<file path="config.mk">
export PLATFORM = sky130hd
export DESIGN_NAME = pattern_gen
export DESIGN_NICKNAME = d
export VERILOG_FILES = /design/src/rtl/pattern_gen.sv
export SDC_FILE = /design/constraint.sdc
export NUM_CORES = 1
export LEC_CHECK = 0
export CORE_MARGIN = 1.5
export CORE_UTILIZATION = 45
export CTS_BUF_LIST = sky130_fd_sc_hd__clkbuf_16
export CTS_CLUSTER_SIZE = 24
export DETAILED_ROUTE_END_ITERATION = 8
export GPL_ROUTABILITY_DRIVEN = 0
export PLACE_DENSITY_LB_ADDON = 0.2
export SYNTH_ARGS = -nofsm -noshare
export SYNTH_HDL_FRONTEND = slang
export SYNTH_SLANG_ARGS = --single-unit
</file>
<file path="constraint.sdc">
create_clock -name clk -period 3.2 [get_ports clk]
set_clock_uncertainty 0.15 [all_clocks]
set_input_delay 0.32 -clock clk [delete_from_list [all_inputs] [get_ports clk]]
set_output_delay 0.32 -clock clk [all_outputs]
set_load 0.02 [all_outputs]
</file>
<file path="src/rtl/pattern_gen.sv">
// Video test-pattern generator: turns timing-generator sync/coordinate inputs into 24-bit RGB
// through a fixed two-stage pipeline, with syncs delayed to stay aligned with the colour.
module pattern_gen #(
   parameter int X_BITS    = 12,
   parameter int Y_BITS    = 12,
   parameter int H_ACT     = 1280,
   parameter int V_ACT     = 720,
   parameter int GRID_LOG2 = 5,
   parameter int BOX_SIZE  = 64,
   parameter int BOX_STEP  = 4
) (
   input  logic              clk,
   input  logic              rstn,
   input  logic [1:0]        mode_i,
   input  logic              vs_in,
   input  logic              hs_in,
   input  logic              de_in,
   input  logic [X_BITS-1:0] x_in,
   input  logic [Y_BITS:0]   y_in,
   output logic              vs_out,
   output logic              hs_out,
   output logic              de_out,
   output logic [7:0]        r_out,
   output logic [7:0]        g_out,
   output logic [7:0]        b_out,
   output logic [15:0]       frame_cnt
);

   typedef enum logic [1:0] {
      MODE_BARS = 2'd0,
      MODE_GRID = 2'd1,
      MODE_RAMP = 2'd2,
      MODE_BOX  = 2'd3
   } mode_t;

   typedef enum logic {
      DIR_POS = 1'b0,
      DIR_NEG = 1'b1
   } dir_t;

   localparam int XW    = X_BITS + 1;
   localparam int YW    = Y_BITS + 2;
   localparam int BAR_W = H_ACT >> 3;

   localparam logic [XW-1:0]       LIM_X_W  = XW'(H_ACT - BOX_SIZE);
   localparam logic [YW-1:0]       LIM_Y_W  = YW'(V_ACT - BOX_SIZE);
   localparam logic [X_BITS-1:0]   LIM_X    = X_BITS'(H_ACT - BOX_SIZE);
   localparam logic [Y_BITS:0]     LIM_Y    = (Y_BITS + 1)'(V_ACT - BOX_SIZE);
   localparam logic [XW-1:0]       STEP_XW  = XW'(BOX_STEP);
   localparam logic [YW-1:0]       STEP_YW  = YW'(BOX_STEP);
   localparam logic [X_BITS-1:0]   STEP_X   = X_BITS'(BOX_STEP);
   localparam logic [Y_BITS:0]     STEP_Y   = (Y_BITS + 1)'(BOX_STEP);
   localparam logic [XW-1:0]       SIZE_XW  = XW'(BOX_SIZE);
   localparam logic [YW-1:0]       SIZE_YW  = YW'(BOX_SIZE);
   localparam logic [X_BITS-1:0]   LAST_X   = X_BITS'(H_ACT - 1);
   localparam logic [Y_BITS:0]     LAST_Y   = (Y_BITS + 1)'(V_ACT - 1);
   localparam logic [X_BITS-1:0]   BAR_LAST = X_BITS'(BAR_W - 1);

   logic              vs_d;
   logic              de_prev;
   logic              fs;
   logic              de_rise;
   mode_t             mode_q;

   logic [X_BITS-1:0] box_x;
   logic [Y_BITS:0]   box_y;
   dir_t              dir_x;
   dir_t              dir_y;
   logic [X_BITS-1:0] box_x_nxt;
   logic [Y_BITS:0]   box_y_nxt;
   dir_t              dir_x_nxt;
   dir_t              dir_y_nxt;

   logic [X_BITS-1:0] px_cnt;
   logic [2:0]        bar_idx;
   logic [X_BITS-1:0] px_cur;
   logic [2:0]        bar_cur;
   logic [X_BITS-1:0] px_nxt;
   logic [2:0]        bar_nxt;

   logic              grid_hit;
   logic              box_hit;
   logic [XW-1:0]     x_ext;
   logic [YW-1:0]     y_ext;
   logic [XW-1:0]     box_x_ext;
   logic [YW-1:0]     box_y_ext;

   logic              s1_vs;
   logic              s1_hs;
   logic              s1_de;
   mode_t             s1_mode;
   logic [2:0]        s1_bar;
   logic              s1_grid;
   logic [7:0]        s1_ramp;
   logic              s1_box;
   logic [23:0]       rgb_nxt;

   assign fs      = vs_in & ~vs_d;
   assign de_rise = de_in & ~de_prev;

   // Frame-level state: mode is only sampled at frame start so a pattern never tears mid-frame.
   always_ff @(posedge clk or negedge rstn) begin
      if (!rstn) begin
         vs_d      <= 1'b0;
         de_prev   <= 1'b0;
         mode_q    <= MODE_BARS;
         frame_cnt <= 16'd0;
         box_x     <= '0;
         box_y     <= '0;
         dir_x     <= DIR_POS;
         dir_y     <= DIR_POS;
      end else begin
         vs_d    <= vs_in;
         de_prev <= de_in;
         if (fs) begin
            mode_q    <= mode_t'(mode_i);
            frame_cnt <= frame_cnt + 16'd1;
            box_x     <= box_x_nxt;
            box_y     <= box_y_nxt;
            dir_x     <= dir_x_nxt;
            dir_y     <= dir_y_nxt;
         end
      end
   end

   assign box_x_ext = {1'b0, box_x};
   assign box_y_ext = {1'b0, box_y};

   always_comb begin
      box_x_nxt = box_x;
      dir_x_nxt = dir_x;
      if (dir_x == DIR_POS) begin
         if (box_x_ext + STEP_XW >= LIM_X_W) begin
            box_x_nxt = LIM_X;
            dir_x_nxt = DIR_NEG;
         end else begin
            box_x_nxt = box_x + STEP_X;
         end
      end else begin
         if (box_x_ext <= STEP_XW) begin
            box_x_nxt = '0;
            dir_x_nxt = DIR_POS;
         end else begin
            box_x_nxt = box_x - STEP_X;
         end
      end
   end

   always_comb begin
      box_y_nxt = box_y;
      dir_y_nxt = dir_y;
      if (dir_y == DIR_POS) begin
         if (box_y_ext + STEP_YW >= LIM_Y_W) begin
            box_y_nxt = LIM_Y;
            dir_y_nxt = DIR_NEG;
         end else begin
            box_y_nxt = box_y + STEP_Y;
         end
      end else begin
         if (box_y_ext <= STEP_YW) begin
            box_y_nxt = '0;
            dir_y_nxt = DIR_POS;
         end else begin
            box_y_nxt = box_y - STEP_Y;
         end
      end
   end

   // The first pixel of a line sees a cleared counter in the same cycle as the de rising edge.
   always_comb begin
      px_cur  = de_rise ? '0 : px_cnt;
      bar_cur = de_rise ? 3'd0 : bar_idx;
      px_nxt  = px_cur;
      bar_nxt = bar_cur;
      if (de_in) begin
         if (px_cur == BAR_LAST) begin
            px_nxt  = '0;
            bar_nxt = (bar_cur == 3'd7) ? 3'd7 : bar_cur + 3'd1;
         end else begin
            px_nxt  = px_cur + 1'b1;
         end
      end
   end

   always_ff @(posedge clk or negedge rstn) begin
      if (!rstn) begin
         px_cnt  <= '0;
         bar_idx <= 3'd0;
      end else begin
         px_cnt  <= px_nxt;
         bar_idx <= bar_nxt;
      end
   end

   assign x_ext = {1'b0, x_in};
   assign y_ext = {1'b0, y_in};

   always_comb begin
      grid_hit = (x_in[GRID_LOG2-1:0] == '0) || (y_in[GRID_LOG2-1:0] == '0) ||
                 (x_in == LAST_X) || (y_in == LAST_Y);
      box_hit  = (x_ext >= box_x_ext) && (x_ext < box_x_ext + SIZE_XW) &&
                 (y_ext >= box_y_ext) && (y_ext < box_y_ext + SIZE_YW);
   end

   always_ff @(posedge clk or negedge rstn) begin
      if (!rstn) begin
         s1_vs   <= 1'b0;
         s1_hs   <= 1'b0;
         s1_de   <= 1'b0;
         s1_mode <= MODE_BARS;
         s1_bar  <= 3'd0;
         s1_grid <= 1'b0;
         s1_ramp <= 8'd0;
         s1_box  <= 1'b0;
      end else begin
         s1_vs   <= vs_in;
         s1_hs   <= hs_in;
         s1_de   <= de_in;
         s1_mode <= mode_q;
         s1_bar  <= bar_cur;
         s1_grid <= grid_hit;
         s1_ramp <= x_in[7:0];
         s1_box  <= box_hit;
      end
   end

   always_comb begin
      rgb_nxt = 24'h000000;
      if (s1_de) begin
         case (s1_mode)
            MODE_BARS: begin
               case (s1_bar)
                  3'd0:    rgb_nxt = 24'hFFFFFF;
                  3'd1:    rgb_nxt = 24'hFFFF00;
                  3'd2:    rgb_nxt = 24'h00FFFF;
                  3'd3:    rgb_nxt = 24'h00FF00;
                  3'd4:    rgb_nxt = 24'hFF00FF;
                  3'd5:    rgb_nxt = 24'hFF0000;
                  3'd6:    rgb_nxt = 24'h0000FF;
                  default: rgb_nxt = 24'h000000;
               endcase
            end
            MODE_GRID: rgb_nxt = s1_grid ? 24'hFFFFFF : 24'h000000;
            MODE_RAMP: rgb_nxt = {s1_ramp, s1_ramp, s1_ramp};
            default:   rgb_nxt = s1_box ? 24'hFF0000 : 24'h000040;
         endcase
      end
   end

   always_ff @(posedge clk or negedge rstn) begin
      if (!rstn) begin
         vs_out <= 1'b0;
         hs_out <= 1'b0;
         de_out <= 1'b0;
         r_out  <= 8'd0;
         g_out  <= 8'd0;
         b_out  <= 8'd0;
      end else begin
         vs_out <= s1_vs;
         hs_out <= s1_hs;
         de_out <= s1_de;
         r_out  <= rgb_nxt[23:16];
         g_out  <= rgb_nxt[15:8];
         b_out  <= rgb_nxt[7:0];
      end
   end

endmodule

</file>
==> results of run 1 <==
## metal layers
layer	routed length [µm]	GRT usage, %	vias to the layer above	share of wire [%]
met3	765	5.07	21	5.6
met4	182	5.72	0	1.3
met5	0	0	-	0
met1	6430	27.6	2396	47
met2	6320	32.2	153	46
li1	-	-	2441	-
## registers in the layout, summed over array words and instances, names as in the netlist, 2 cells and up
| register | flops |
|---|---|
| box_y | 11 |
| g_out | 8 |
| px_cnt | 12 |
| frame_cnt | 16 |
| s1_bar | 3 |
| r_out | 8 |
| s1_mode | 2 |
| s1_ramp | 8 |
| box_x | 10 |
| b_out | 8 |
| mode_q | 2 |
| bar_idx | 3 |
## power by group
| group | switching [mW] | internal (mW) |
|---|---|---|
| Clock | 0.500 | 0.538 |
| Sequential | 0.399 | 1.50 |
| Combinational | 1.15 | 0.873 |
## cells by family (layout without fill, tap and decap cells)
family | Yosys count | in the layout
and+or+nand+nor | 226 | 226
muxes | 4 | 4
adders and majority gates | 48 | 48
AOI/OAI and AO/OA | 164 | 164
xor gates and xnor gates | 35 | 35
DFF | 101 | 101
buffers and inverters | 60 | 128
## critical path, cell delays in order (launching register included)
cell and delay [ns]:
dfrtp_1 0.60, ha_1 0.29, nand3_1 0.18, nor3_1 0.27, xnor2_1 0.11, ha_1 0.21
a2111oi_0 0.48, a211oi_1 0.15, nor4b_1 0.33
## worst max path at each step
stage / start / to
after global routing: box_y[6] / s1_box
after floorplan: box_x[2] / box_x[9]
final: box_y[6] / s1_box
after global placement: de_in / px_cnt[8]
after detailed placement: box_y[6] / s1_box
after CTS: box_y[6] / s1_box
## stage by stage
stage	utilization, %	setup slack [ns]	total power, mW	hold WS (ns)	cell area [µm²]
finish	55.9	0.324	4.97	0.0156	7140
global route	55.9	0.239	5.33	0.116	7140
CTS	55.9	0.345	4.96	0.0678	7140
detailed placement	53.7	0.509	3.91	0.193	6860
global placement	53.7	0.584	3.85	0.192	6860
floorplan	-	0.813	3.31	-0.126	5980
## placed cells by master, fill, tap and decap left out, types with 7 or more instances in the layout
cell	netlist	layout
dfrtp_1	101	101
clkdlybuf4s50_1	0	73
nand2_1	64	64
ha_1	48	48
nor2_1	36	36
nand3_1	33	33
o21ai_0	33	33
a21oi_1	32	32
inv_1	30	30
xnor2_1	27	27
nor3_1	23	23
a21boi_0	18	18
nand4_1	15	15
o21a_1	11	11
and2_1	9	9
and3_1	9	9
clkbuf_16	0	9
buf_4	3	9
xor2_1	8	8
o22ai_1	8	8
nor4_1	7	7
a211oi_1	7	7
## layout make-up
| type | instances | area (µm²) | share of cell area [%] |
|---|---|---|---|
| tap | 172 | 215 | 3.01 |
| sequential | 101 | 2530 | 35.4 |
| timing repair buffer | 82 | 798 | 11.2 |
| clock buffer | 9 | 225 | 3.16 |
| multi-input combinational | 477 | 3200 | 44.8 |
| clock inverter | 6 | 57.6 | 0.806 |
| inverter | 31 | 116 | 1.63 |
==> impl_metrics.yaml, run 1 <==
status:
  status: "completed"
grt:
  grt_antenna_before_repair: 0
  tot_gr_track_use_pct: 20.3
  grt_start_max_net_pins: 89
  gr-total-overflow: 0
  grt_first_pass_wirelength_um: 23300
  first_global_vias: 4758
yosys:
  ys_async_rst_share_pct: 100
  postSynthCellCount: 638
  syn-num-nets: 718
  synth_edf_count: 0
  synth.top_cell.area_share_pct: 42.3
  post-synth-top-count-cell: "dfrtp_1"
  synth-seq-area-share_pct: 42.3
  synth-compound-area-share_pct: 18.8
  synthesis.area_per_instance_um2: 9.38
  netlist-cell-type-count: 67
  post_synth_xor_area_fraction_pct: 5.12
  yosys_warnings: 0
  top_cells_by_area_in_the_synthesized_netlist: "dfrtp_1 42%, ha_1 10%, nand2_1 4.0%"
  synth.ff_latch_count: 101
  yosys.area.top_type: "dfrtp_1"
  synth_fa_ha_area_share_pct: 10.0
  post_synth_mux_area_share_pct: 0.690
  synth.top_cells.by_count: "101 x dfrtp_1, 64 x nand2_1, 48 x ha_1"
  synth_top_family_by_area: "simple AND/OR/NAND/NOR gates"
  synth-simple-area-share_pct: 18.8
  synth_flop_cell: "dfrtp_1"
  syn_area_um2: 5980
detailed_routing:
  dr_total_vias: 5011
  routedWlPerCell_um: 15.6
  detail_route.vias_per_cell: 5.71
  route.final.wire_length_um: 13700
  drt_first_iter_violations: 358
  antenna_left: 0
  route.detailed.drc: 0
  detail_route.first_pass.iterations: 6
clock_network:
  tritoncts_clock_tree: "yes"
  cts-root-to-sink-buffers: 2
  cts_root_buffer: "clkbuf_16"
  cts_buffers: 9
  ctsHoldBuffers: 0
  cts.repair.resized: 0
  htreeDepth: 3
  cts.sink_count: 101
  post-cts-setup-buffer-count: 0
  insertion_delay_ns: 0.35
  clk_pin_slew_ns: 0.08
hold_path:
  hp-class: "input port to async pin"
worst_setup_path:
  worst-path-max-fanout: 13
  timing.critical_path.to_type: "flip-flop"
  timing.reg2reg.setup_slack_ns: 0.32
  worst_r2r_path_cells: 8
  endpoint_arrival_time_on_the_critical_path_ns: 2.96
  regToRegEndpoint: "s1_box"
  critPathRequiredTime_ns: 3.29
  timing.setup.critical_path_class: "flip-flop to flip-flop"
  rr_startpoint: "box_y[6]"
  startpoint_type: "flip-flop"
timing:
  fmax_mhz: 348
  setup_viol_count_final: 0
  timing.final.crit_share_pct: 89.9
  max-slew-margin-rel_pct: 27.8
  final_max_slew_viol_count: 0
  period_needed_ns: 2.88
  grt_setup_unrepaired: "no"
  timing.setup.tns_ns: 0
  finalHoldViolations: 0
  worst_slew_pin_slew_ns: 1.08
floorplan:
  die_width_um: 118
  fp.dieArea_um2: 14000
  floorplan.core_area_um2: 12800
  start_util_pct: 46.8
  die-height_um: 118
  boundaryPins: 75
  num_rows: 41
layout:
  nets: 782
  final_layout_size_suffix_gt1_share_pct: 5.52
  finalNonFillerCells: 878
  area_growth_syn_to_layout_pct: 19.3
  fillers: 1109
  insertedDiodeCount: 0
placed_design:
  portBuffers: 74
  hpwlAfterDp_um: 10200
  number_of_placed_instances_taps_included: 863
power_and_ir_drop:
  irDropWorstVdd_mv: 0.336
  cellPowerDensity_nw_per_um2: 696
  power_leakage_nw: 2.99
flow_run:
  max-cap-violations: 0
Note: power is estimated with default switching activity, not from simulation.
==> run 2, diff against run 1 <==
--- a/config.mk
+++ b/config.mk
@@ -11,6 +11,7 @@
 export CTS_CLUSTER_SIZE = 24
 export DETAILED_ROUTE_END_ITERATION = 8
 export GPL_ROUTABILITY_DRIVEN = 0
+export GPL_TIMING_DRIVEN = 0
 export PLACE_DENSITY_LB_ADDON = 0.2
 export SYNTH_ARGS = -nofsm -noshare
 export SYNTH_HDL_FRONTEND = slang
==> run 2 against run 1 <==
Net effect: via count up 1.6%; routed wire length up 3.4%; first-iteration DRC count up 29%; count of clock-buffer cells in the layout unchanged; worst setup slack better by 0.016 ns; clock power up 14%; die area unchanged; sequential cell count unchanged; sequential share of layout area down 0.81 points; register-to-register slack better by 0.02 ns; combinational power up 13%; critical path type unchanged.
==> impl_metrics.yaml, run 2 (synthesized netlist as in run 1, its figures left out) <==
status:
  status: "completed"
floorplan:
  die-height_um: 118
  fp.dieArea_um2: 14000
  die_width_um: 118
  floorplan.core_area_um2: 12800
  boundaryPins: 75
  num_rows: 41
  start_util_pct: 46.8
timing:
  grt_setup_unrepaired: "no"
  max-slew-margin-rel_pct: 49.6
  period_needed_ns: 2.86
  fmax_mhz: 350
  timing.final.crit_share_pct: 89.4
  timing.setup.tns_ns: 0
  setup_ws_ns: 0.340
  worst_slew_pin_slew_ns: 0.748
  finalHoldViolations: 0
  setup_viol_count_final: 0
  hold_worst_slack_ns: 0.223
  final_max_slew_viol_count: 0
worst_setup_path:
  critPathRequiredTime_ns: 3.31
  timing.setup.critical_path_class: "flip-flop to flip-flop"
  endpoint_arrival_time_on_the_critical_path_ns: 2.97
  worst_r2r_path_cells: 10
  path_cells: "buf_6 > inv_1 > ha_1 > and2_1 > o2111ai_1 > and2_1 > clkbuf_1 > nor2_1 > or3b_1 > a22oi_1"
  rr_startpoint: "box_y[6]"
  capturing_element_of_the_worst_setup_path: "box_y[7]"
  critical_path.most_common_cell: "and2_1"
  startpoint_type: "flip-flop"
  timing.critical_path.to_type: "flip-flop"
  cp_slowest_stage_delay_ns: 0.44
  regToRegEndpoint: "box_y[7]"
  worst-path-max-fanout: 10
  timing.reg2reg.setup_slack_ns: 0.34
  setup.worst_path.start: "box_y[6]"
  timing.critical_path.slowest_stage_cell: "dfrtp_1"
grt:
  gr-total-overflow: 0
  grt_first_pass_wirelength_um: 24300
  first_global_vias: 4964
  most_crowded_layer_after_global_routing: "met2"
  met2_track_usage_gr_pct: 34.7
  grt_start_max_net_pins: 55
  grt_use_met1_pct: 28.7
  grt_antenna_before_repair: 0
  met3_usage_in_global_routing_pct: 4.25
  tot_gr_track_use_pct: 21.2
detailed_routing:
  antenna_left: 0
  dr_total_vias: 5093
  detail_route.vias_per_cell: 5.65
  drt_first_iter_violations: 461
  detail_route.first_pass.iterations: 5
  route.detailed.drc: 0
  route.final.wire_length_um: 14200
  routedWlPerCell_um: 15.7
layout:
  most_used_cells_in_the_layout_excluding_fill_and_tap_cells: "101 x dfrtp_1, 73 x clkdlybuf4s50_1, 64 x nand2_1"
  largest_registers: "frame_cnt x16, px_cnt x12, box_y x11"
  max_flop_register: "frame_cnt"
  mostFrequentLayoutCell: "dfrtp_1"
  largest_register_ffs: 16
  utilization_pct: 57.2
  post_route_design_area_um2: 7300
  fillers: 1082
  insertedDiodeCount: 0
  nets: 805
  multi_input_area_um2: 3200
  area_growth_syn_to_layout_pct: 22.1
  final_layout_size_suffix_gt1_share_pct: 5.75
  ff_latch_area_um2: 2530
  finalNonFillerCells: 902
clock_network:
  cts.sink_count: 101
  cts-root-to-sink-buffers: 2
  post-cts-setup-buffer-count: 0
  cts.repair.resized: 0
  cts_root_buffer: "clkbuf_16"
  ctsHoldBuffers: 1
  clk_pin_slew_ns: 0.08
  cts_buffers: 9
  insertion_delay_ns: 0.35
  htreeDepth: 3
  tritoncts_clock_tree: "yes"
hold_path:
  hold_path_cells: 0
  hp-class: "flip-flop to flip-flop"
placed_design:
  number_of_placed_instances_taps_included: 885
  placement.cell_area_um2: 6960
  portBuffers: 74
  hpwlAfterDp_um: 10800
  placement.setup.worst_slack_ns: 0.197
power_and_ir_drop:
  irDropWorstVdd_mv: 0.348
  power.share.clock_pct: 22.8
  power_leakage_nw: 3.06
  power.net_switching_mw: 2.08
  p_sw_share_pct: 39.9
  internal-power_mw: 3.13
  cellPowerDensity_nw_per_um2: 713
  combinational_power_share_pct: 43.9
  pwr-share-seq_pct: 33.3
  power_mw: 5.21
flow_run:
  max-cap-violations: 0
-- run 2: cell count changes in the layout (fill, tap and decap cells not counted), sizes merged --
cell | previous run | this run
buf | 9 | 12
dlygate4sd3 | 0 | 1
clkbuf | 9 | 28
clkinvlp | 2 | 0
inv | 33 | 32
clkinv | 2 | 4
bufinv | 0 | 2
-- run 2: worst min-delay path by stage --
stage | start | to | slack (ns)
after floorplan | rstn | b_out[0] | -0.13
after global placement | s1_hs | hs_out | 0.19
after detailed placement | s1_hs | hs_out | 0.20
after CTS | s1_hs | hs_out | 0.23
after global routing | s1_hs | hs_out | 0.24
final | s1_hs | hs_out | 0.22
-- run 2: critical path, delay by kind of cell, from the launching register on --
kind                       cells  cell delay (ns)
and+or+nand+nor                4             0.79
buffers and inverters          3             0.65
AOI/OAI and AO/OA              2             0.50
DFF                            1             0.44
adders and majority gates      1             0.23
-- run 2: area by class of cell --
cell class	instances	share of cell area [%]
Tap cell	172	2.95
Sequential cell	101	34.6
Clock inverter	7	1.46
Inverter	31	1.59
Multi-Input combinational cell	477	43.7
Timing Repair Buffer	76	10.6
Clock buffer	9	3.08
Buffer	29	1.95
-- run 2: power by group through the flow --
| stage | Combinational [mW] | Sequential, mW | Clock [mW] |
|---|---|---|---|
| 6_report | 2.29 | 1.74 | 1.19 |
| 5_1_grt | 2.56 | 1.77 | 1.28 |
| 4_1_cts | 2.27 | 1.73 | 1.22 |
| 3_5_place_dp | 2.25 | 1.75 | 0 |
| 3_3_place_gp | 2.19 | 1.74 | 0 |
| 2_1_floorplan | 1.52 | 1.79 | 0 |
-- run 2: per-layer routing --
metal,up-vias,wire [µm]
met1,2415,6430
met2,169,6780
li1,2495,-
met4,0,117
met3,14,830
met5,-,0
==> run 3, diff against run 2 <==
--- a/config.mk
+++ b/config.mk
@@ -16,3 +16,4 @@
 export SYNTH_ARGS = -nofsm -noshare
 export SYNTH_HDL_FRONTEND = slang
 export SYNTH_SLANG_ARGS = --single-unit
+export TNS_END_PERCENT = 5
==> results of run 3 <==
Same layout as run 2: the final DEF is identical, and so are final timing and power.
